--- src/rtl/mem_access_unit.sv ---
// Load/store initiator between the CPU MEM stage and a handshaked word-wide data memory.
// Optional feature macro: MEM_ALIGN_CHECK_EN (rejects misaligned half/word accesses).
module mem_access_unit #(
  parameter int unsigned TIMEOUT = 255
) (
  input  logic        clk,
  input  logic        reset,
  input  logic        cpu_req,
  input  logic        cpu_we,
  input  logic [2:0]  cpu_type,
  input  logic        cpu_unsigned,
  input  logic [31:0] cpu_addr,
  input  logic [31:0] cpu_wdata,
  output logic        cpu_stall,
  output logic        cpu_done,
  output logic        cpu_err,
  output logic [31:0] cpu_rdata,
  output logic        mem_req,
  output logic        mem_we,
  output logic [31:0] mem_addr,
  output logic [3:0]  mem_be,
  output logic [31:0] mem_wdata,
  input  logic        mem_ack,
  input  logic [31:0] mem_rdata
);

  localparam int unsigned CNT_W = (TIMEOUT > 1) ? $clog2(TIMEOUT + 1) : 1;
  localparam logic [2:0] T_WORD = 3'b000;
  localparam logic [2:0] T_HALF = 3'b001;
  localparam logic [2:0] T_BYTE = 3'b010;

  typedef enum logic [1:0] {S_IDLE, S_REQ, S_DONE} state_t;

  state_t      state, state_nx;
  logic [CNT_W-1:0] cnt, cnt_nx;
  logic [2:0]  lat_type, lat_type_nx;
  logic [1:0]  lat_off, lat_off_nx;
  logic        lat_uns, lat_uns_nx;
  logic        cpu_done_nx, cpu_err_nx;
  logic [31:0] cpu_rdata_nx;
  logic        mem_req_nx, mem_we_nx;
  logic [31:0] mem_addr_nx, mem_wdata_nx;
  logic [3:0]  mem_be_nx;
  logic        type_bad, align_bad, timeout_hit;

  function automatic logic [3:0] be_of(input logic [2:0] t, input logic [1:0] off);
    case (t)
      T_HALF:  be_of = off[1] ? 4'b1100 : 4'b0011;
      T_BYTE:  be_of = 4'b0001 << off;
      default: be_of = 4'b1111;
    endcase
  endfunction

  function automatic logic [31:0] wdata_of(input logic [2:0] t, input logic [31:0] d);
    case (t)
      T_HALF:  wdata_of = {2{d[15:0]}};
      T_BYTE:  wdata_of = {4{d[7:0]}};
      default: wdata_of = d;
    endcase
  endfunction

  function automatic logic [31:0] load_ext(input logic [2:0] t, input logic uns,
                                           input logic [1:0] off, input logic [31:0] d);
    logic [15:0] h;
    logic [7:0]  b;
    h = off[1] ? d[31:16] : d[15:0];
    case (off)
      2'd1:    b = d[15:8];
      2'd2:    b = d[23:16];
      2'd3:    b = d[31:24];
      default: b = d[7:0];
    endcase
    case (t)
      T_HALF:  load_ext = {{16{h[15] & ~uns}}, h};
      T_BYTE:  load_ext = {{24{b[7] & ~uns}}, b};
      default: load_ext = d;
    endcase
  endfunction

  assign type_bad = (cpu_type != T_WORD) && (cpu_type != T_HALF) && (cpu_type != T_BYTE);
`ifdef MEM_ALIGN_CHECK_EN
  assign align_bad = ((cpu_type == T_HALF) && cpu_addr[0]) ||
                     ((cpu_type == T_WORD) && (cpu_addr[1:0] != 2'b00));
`else
  assign align_bad = 1'b0;
`endif
  assign timeout_hit = (TIMEOUT != 0) && (cnt == CNT_W'(TIMEOUT - 1));

  // Stall is the only combinational output; forced low while reset is held.
  assign cpu_stall = reset && (((state == S_IDLE) && cpu_req) || (state == S_REQ));

  always_ff @(posedge clk or negedge reset) begin
    if (!reset) begin
      state     <= S_IDLE;
      cnt       <= '0;
      lat_type  <= '0;
      lat_off   <= '0;
      lat_uns   <= 1'b0;
      cpu_done  <= 1'b0;
      cpu_err   <= 1'b0;
      cpu_rdata <= '0;
      mem_req   <= 1'b0;
      mem_we    <= 1'b0;
      mem_addr  <= '0;
      mem_be    <= '0;
      mem_wdata <= '0;
    end else begin
      state     <= state_nx;
      cnt       <= cnt_nx;
      lat_type  <= lat_type_nx;
      lat_off   <= lat_off_nx;
      lat_uns   <= lat_uns_nx;
      cpu_done  <= cpu_done_nx;
      cpu_err   <= cpu_err_nx;
      cpu_rdata <= cpu_rdata_nx;
      mem_req   <= mem_req_nx;
      mem_we    <= mem_we_nx;
      mem_addr  <= mem_addr_nx;
      mem_be    <= mem_be_nx;
      mem_wdata <= mem_wdata_nx;
    end
  end

  // Next-state and next-output logic; outputs hold unless a transition updates them.
  always_comb begin
    state_nx     = state;
    cnt_nx       = cnt;
    lat_type_nx  = lat_type;
    lat_off_nx   = lat_off;
    lat_uns_nx   = lat_uns;
    cpu_done_nx  = 1'b0;
    cpu_err_nx   = cpu_err;
    cpu_rdata_nx = cpu_rdata;
    mem_req_nx   = mem_req;
    mem_we_nx    = mem_we;
    mem_addr_nx  = mem_addr;
    mem_be_nx    = mem_be;
    mem_wdata_nx = mem_wdata;
    case (state)
      S_IDLE: begin
        cnt_nx = '0;
        if (cpu_req) begin
          lat_type_nx  = cpu_type;
          lat_off_nx   = cpu_addr[1:0];
          lat_uns_nx   = cpu_unsigned;
          mem_we_nx    = cpu_we;
          mem_addr_nx  = {cpu_addr[31:2], 2'b00};
          mem_be_nx    = be_of(cpu_type, cpu_addr[1:0]);
          mem_wdata_nx = wdata_of(cpu_type, cpu_wdata);
          if (type_bad || align_bad) begin
            state_nx     = S_DONE;
            cpu_done_nx  = 1'b1;
            cpu_err_nx   = 1'b1;
            cpu_rdata_nx = '0;
          end else begin
            state_nx   = S_REQ;
            mem_req_nx = 1'b1;
          end
        end
      end
      S_REQ: begin
        if (mem_ack) begin
          state_nx     = S_DONE;
          mem_req_nx   = 1'b0;
          cnt_nx       = '0;
          cpu_done_nx  = 1'b1;
          cpu_err_nx   = 1'b0;
          cpu_rdata_nx = mem_we ? '0 : load_ext(lat_type, lat_uns, lat_off, mem_rdata);
        end else if (timeout_hit) begin
          state_nx     = S_DONE;
          mem_req_nx   = 1'b0;
          cnt_nx       = '0;
          cpu_done_nx  = 1'b1;
          cpu_err_nx   = 1'b1;
          cpu_rdata_nx = '0;
        end else begin
          cnt_nx = cnt + CNT_W'(1);
        end
      end
      S_DONE: begin
        state_nx = S_IDLE;
      end
      default: begin
        state_nx   = S_IDLE;
        mem_req_nx = 1'b0;
      end
    endcase
  end

endmodule

--- config.mk ---
export PLATFORM = sky130hd
export DESIGN_NAME = mem_access_unit
export DESIGN_NICKNAME = d
export VERILOG_FILES = /design/src/rtl/mem_access_unit.sv
export SDC_FILE = /design/constraint.sdc
export NUM_CORES = 1
export LEC_CHECK = 0
export CAP_MARGIN = 20
export CORE_MARGIN = 1
export CORE_UTILIZATION = 25
export CTS_CLUSTER_SIZE = 28
export DETAILED_ROUTE_END_ITERATION = 6
export PLACE_DENSITY = 0.61
export SLEW_MARGIN = 40
export SYNTH_ARGS = -nofsm -noshare
export SYNTH_HDL_FRONTEND = slang
export SYNTH_SLANG_ARGS = --single-unit
--- constraint.sdc ---
create_clock -name clk -period 1.8 [get_ports clk]
set_clock_uncertainty 0.15 [all_clocks]
set_input_delay 0.36 -clock clk [delete_from_list [all_inputs] [get_ports clk]]
set_output_delay 0.36 -clock clk [all_outputs]
set_load 0.01 [all_outputs]
; Word level (Yosys, flattened, before mapping)
; Cells that the tools add are included.
[totals]
regBits = 118
elab_cells = 84
[classes]
addsub = 1
eq_ne = 16
n_shift = 1
mux = 37
bitwise = 4
reduce_logical = 12
[op_table]
columns = operator, n
row1 = $pmux 32 s2, 3
row2 = $mux 32, 5
row3 = $mux 8, 4
row4 = $pmux 8 s3, 1
row5 = $mux 16, 1
row6 = $pmux 8 s2, 1
row7 = $mux 1, 12
row8 = $add 8x1->8 const B, 1
row9 = $eq 8x8->1 const B, 1
row10 = $mux 2, 4
row11 = $pmux 4 s2, 1
row12 = $reduce_and 4->1, 2
row13 = $eq 2x2->1 const B, 3
row14 = $eq 3x1->1 const B, 2
row15 = $eq 3x2->1 const B, 2
row16 = $ne 2x2->1 const B, 3
row17 = $eq 2x1->1 const B, 2
row18 = $logic_and 1x1->1, 4
row19 = $mux 4, 1
row20 = $pmux 1 s2, 2
row21 = $pmux 2 s2, 1
row22 = $reduce_and 2->1, 2
row23 = $shl 1x2->4 const A, 1
row24 = $ne 3x1->1 const B, 1
row25 = 9 further kinds, 11

; Depth between registers and ports, before layout
[logic_depth]
depth_word = 9
mapped_depth = 8

; Worst setup path after synthesis
; Ideal clock, no wire load.
[synth_timing]
path_kind = register to register
start = reg cnt[0]
end = reg cnt[7]
setup_ps = 70
t_arrival_ps = 1720
slack_ps = -140
path_stages_with_launch = 7
path_buffers = 0
path_cell_list = dfrtp_1 inv_1 ha_1 and3_1 a211o_1 or4_1 nand3_1
[synth_via]
elab_chain_cells = 4
[synth_rtl]
columns = element, line
row1 = start: declaration, 35  ; logic [CNT_W-1:0] cnt, cnt_nx;
row2 = start signal: assignment, 109  ; cnt <= cnt_nx;
row3 = $add 8x1->8 / $eq 8x8->1 (equally long branches), "177, 87"
row4 = $mux 8 (*), 169  ; end else if (timeout_hit) begin
row5 = $mux 8 (*), 162  ; if (mem_ack) begin
row6 = $pmux 8 s2 (*), 139  ; case (state)
; Every way passes the cells marked *; elsewhere a longest branch is shown, timed or not.
; A chain may end at the register's enable or synchronous reset.

; Worst setup path after layout
[layout_timing]
start = in mem_rdata[23]
end = reg cpu_rdata[16]
[layout_via]
elab_chain_cells = 8
[layout_rtl]
columns = element, line
row1 = start: declaration, 24  ; input logic [31:0] mem_rdata
row2 = $pmux 8 s3, 67  ; case (off)
row3 = $mux 8, 162
row4 = $mux 8, 139
row5 = $and 1x1->1, 75  ; T_BYTE: load_ext = {{24{b[7] & ~uns}}, b};
row6 = $pmux 32 s2, 73  ; case (t)
row7 = $mux 32, 168  ; cpu_rdata_nx = mem_we ? '0 : load_ext(lat_type, lat_uns, lat_off, mem_rdata);
row8 = $mux 32, 162
row9 = $pmux 32 s2, 139
row10 = end signal: assignment, 115  ; cpu_rdata <= cpu_rdata_nx;
row11 = end: declaration, 17  ; output logic [31:0] cpu_rdata,
; Every way passes these cells. The select of a mux whose other input is x is not followed.

==> metrics.md <==
| Metric | Value |
|---|---|
| R2R setup slack | -50 ps |
| Fraction of layout instances using a drive strength above 1 | 0.219 |
| #FFs+latches synth | 118 |
| Layout Nets | 834 |
| Clock Path Buffers | 2 |
| CORE AREA | 0.0212 mm2 |
| N_diodes | 0 |
| Minimum clock period | 1880 ps |
| Final Hold Fails | 51 |
| Skew-Pair Late Insertion Delay | 400 ps |
| Clk slew on worst S/H paths | 50 ps |
| Final WL | 17100 um |
| Avg WL per Cell | 17.0 um |
| Max-slew violations | 0 |
| Post-synth ARST share | 1.00 |
| Die Y-Extent | 150 um |
| Worst Path Arrival | 2010 ps |
| Startpoint types | primary input |
| Post-route clock period utilization | 1.04 |
| Worst path bufs/invs | 1 |
| Crit Path Max Fanout | 8 |
| VDD IR-drop max | 656 uV |
| Largest net degree at the start of global routing | 119 |
| DP HPWL | 11900 um |
| Static leakage | 4.00 nW |
| GRT Overall Usage | 0.160 |
| Drt drc | 0 |
| CTS Sinks | 118 |
| Max Cap Viol | 0 |
| Cells after synthesis | 482 |
| CTS buffer count | 17 |
| CP max stage delay | 490 ps |
| GR Overflow Total | 0 |
| Final Wtd Congestion | 0.810 |
| HP Class | primary input to asynchronous set/reset pin |
| Worst setup margin | -78.2 ps |
| Yosys warnings | 0 |
| CTS tree | built |
| Post-synth design cell area | 0.00547 mm2 |
| DR vias | 4696 |
| Fillers | 2127 |
| Post-Syn Area per Cell | 11.3 um2 |
| RSZ-0062 raised after global routing | true |
| Setup violators final | 17 |
| Initial antenna violation count | 0 |
| DR iter-0 viols | 220 |
| Routed Antenna Nets | 0 |
| I/O pins | 210 |
| Post-place setup slack | -530 ps |
| Crit path kind | primary input to flip-flop |
| Post-CTS Hold Fix Bufs | 0 |
| # port buffers | 207 |
| Worst path slowest cell | mux4_2 |
| Rel. slew slack | 0.558 |
| Least-Margin Pin Slew | 662 ps |
| Power per cell area | 1140 mW/mm2 |
| Post-synth top flop | dfrtp_1 |
| Cell Rows | 53 |
| Post-synth EDFFs | 0 |
| Yosys cell types | 48 |
| Commonest non-fill, non-tap cell in the layout | dfrtp_1 |
| Die span in x | 150 um |
| Finished Core Util | 0.415 |
| First-pass GRT wire length | 27400 um |
| Vias in the first global route | 4971 |
| Starting density of the core | 0.258 |
| DIE AREA | 0.0225 mm2 |
| Failing checks | hold timing, setup timing |
| Top cell family by delay on the critical path | simple AND/OR/NAND/NOR gates |
| Area Growth Syn to Fin | 61.0% |
| Status | finished, violations left |
| H-tree depth | 4 |
| CP endpoint kind | flip-flop |
| Sequential share of the synthesized area | 0.540 |
| Commonest cells after routing, fill and taps aside | 115 x dfrtp_1, 103 x dlygate4sd2_1, 102 x clkdlybuf4s50_1 |
| Drt first pass iters | 5 |
| Crit-path cells | clkdlybuf4s50_1 > mux4_2 > or3_4 > nand4_4 > o2bb2ai_1 |
| Root buf cell | clkbuf_16 |
| Hold WS | -25.8 ps |
| Max Clk Rate | 532 MHz |
| Via density per instance | 4.65 |
| Worst endpoint required time | 1930 ps |
[cells in the mapped netlist, types with 8 or more instances]
cell,n,share of area
dfrtp_1,118,0.54
a31oi_1,13,0.015
a22oi_1,8,0.011
mux2_2,45,0.093
buf_2,18,0.016
o21ai_0,25,0.023
o21a_1,9,0.012
a32o_1,8,0.015
o2bb2ai_1,16,0.026
nand2_1,52,0.036
inv_1,13,0.0089
a21oi_1,10,0.0092
nor2_1,37,0.025
mux2i_1,31,0.057
a22o_1,8,0.013
[power breakdown]
part           total (W)  switching, W  internal [W]
Combinational    0.00328       0.00158       0.00170
Sequential       0.00361      0.000344       0.00327
Clock            0.00313       0.00114       0.00199
Total             0.0100       0.00307       0.00696
[final timing paths]
check,start,endpoint,depth (start not counted)
max in group asynchronous,reset,cnt[7],2
worst min-delay path,reset,cpu_rdata[23],2
worst max register to register,lat_off[1],cpu_rdata[16],4
worst max-delay path,mem_rdata[23],cpu_rdata[16],5
min in group clk,mem_wdata[15],mem_wdata[15],2
worst min register to register,mem_wdata[15],mem_wdata[15],2
[routing by layer]
layer	wire, um	track usage	vias to the layer above
li1	-	-	2231
met1	7440	0.203	2256
met4	176	0.0374	0
met5	0	0	-
met3	1970	0.0716	13
met2	7540	0.247	196
[area by class of cell]
type | instances | area [um2] | area share
sequential | 118 | 2960 | 0.336
tap | 275 | 344 | 0.0391
clock buffer | 21 | 480 | 0.0546
timing repair buffer | 255 | 2430 | 0.276
inverter | 14 | 55.1 | 0.00626
clock inverter | 5 | 52.6 | 0.00597
multi-input combinational | 321 | 2480 | 0.282
[per-stage QoR]
step                      setup TNS (ps)  area, um2  total power [W]  cells  hold WS [ps]
after floorplan                    -72.0       5480          0.00517    483         -85.6
after global placement            -27130       8170          0.00718    979           311
after detailed placement          -29430       8170          0.00723    979           319
after CTS                           -270       8670           0.0101   1006          9.87
after global routing               -1010       8800           0.0107   1009          16.6
final                               -525       8800           0.0100   1009         -25.8
[registers in the layout, indices dropped and copies added (netlist names)]
signal and flops:
cnt 8, cpu_done 1, cpu_err 1, mem_wdata 32, mem_be 4, mem_addr 30
mem_req 1, lat_off 2, lat_uns 1, state 2, cpu_rdata 32, mem_we 1
lat_type 3
[cells by family (layout without fill, tap and decap cells)]
kind of cell,count (synthesis),after routing,synth area share
buf+inv,45,295,0.0405
fa+ha+maj,2,2,0.00458
flops,118,118,0.540
mux,77,77,0.154
xor+xnor,2,2,0.00321
other cells,1,2,0.000686
simple gates,121,122,0.104
compound gates,116,116,0.153
[what timing repair did]
action,4_1_cts,5_1_grt
setup endpoints to repair,124,42
gates cloned,1,2
setup buffers,0,1
pin swaps,14,2
gates resized for setup,122,17
No activity file was read; power rests on OpenSTA's default activity.
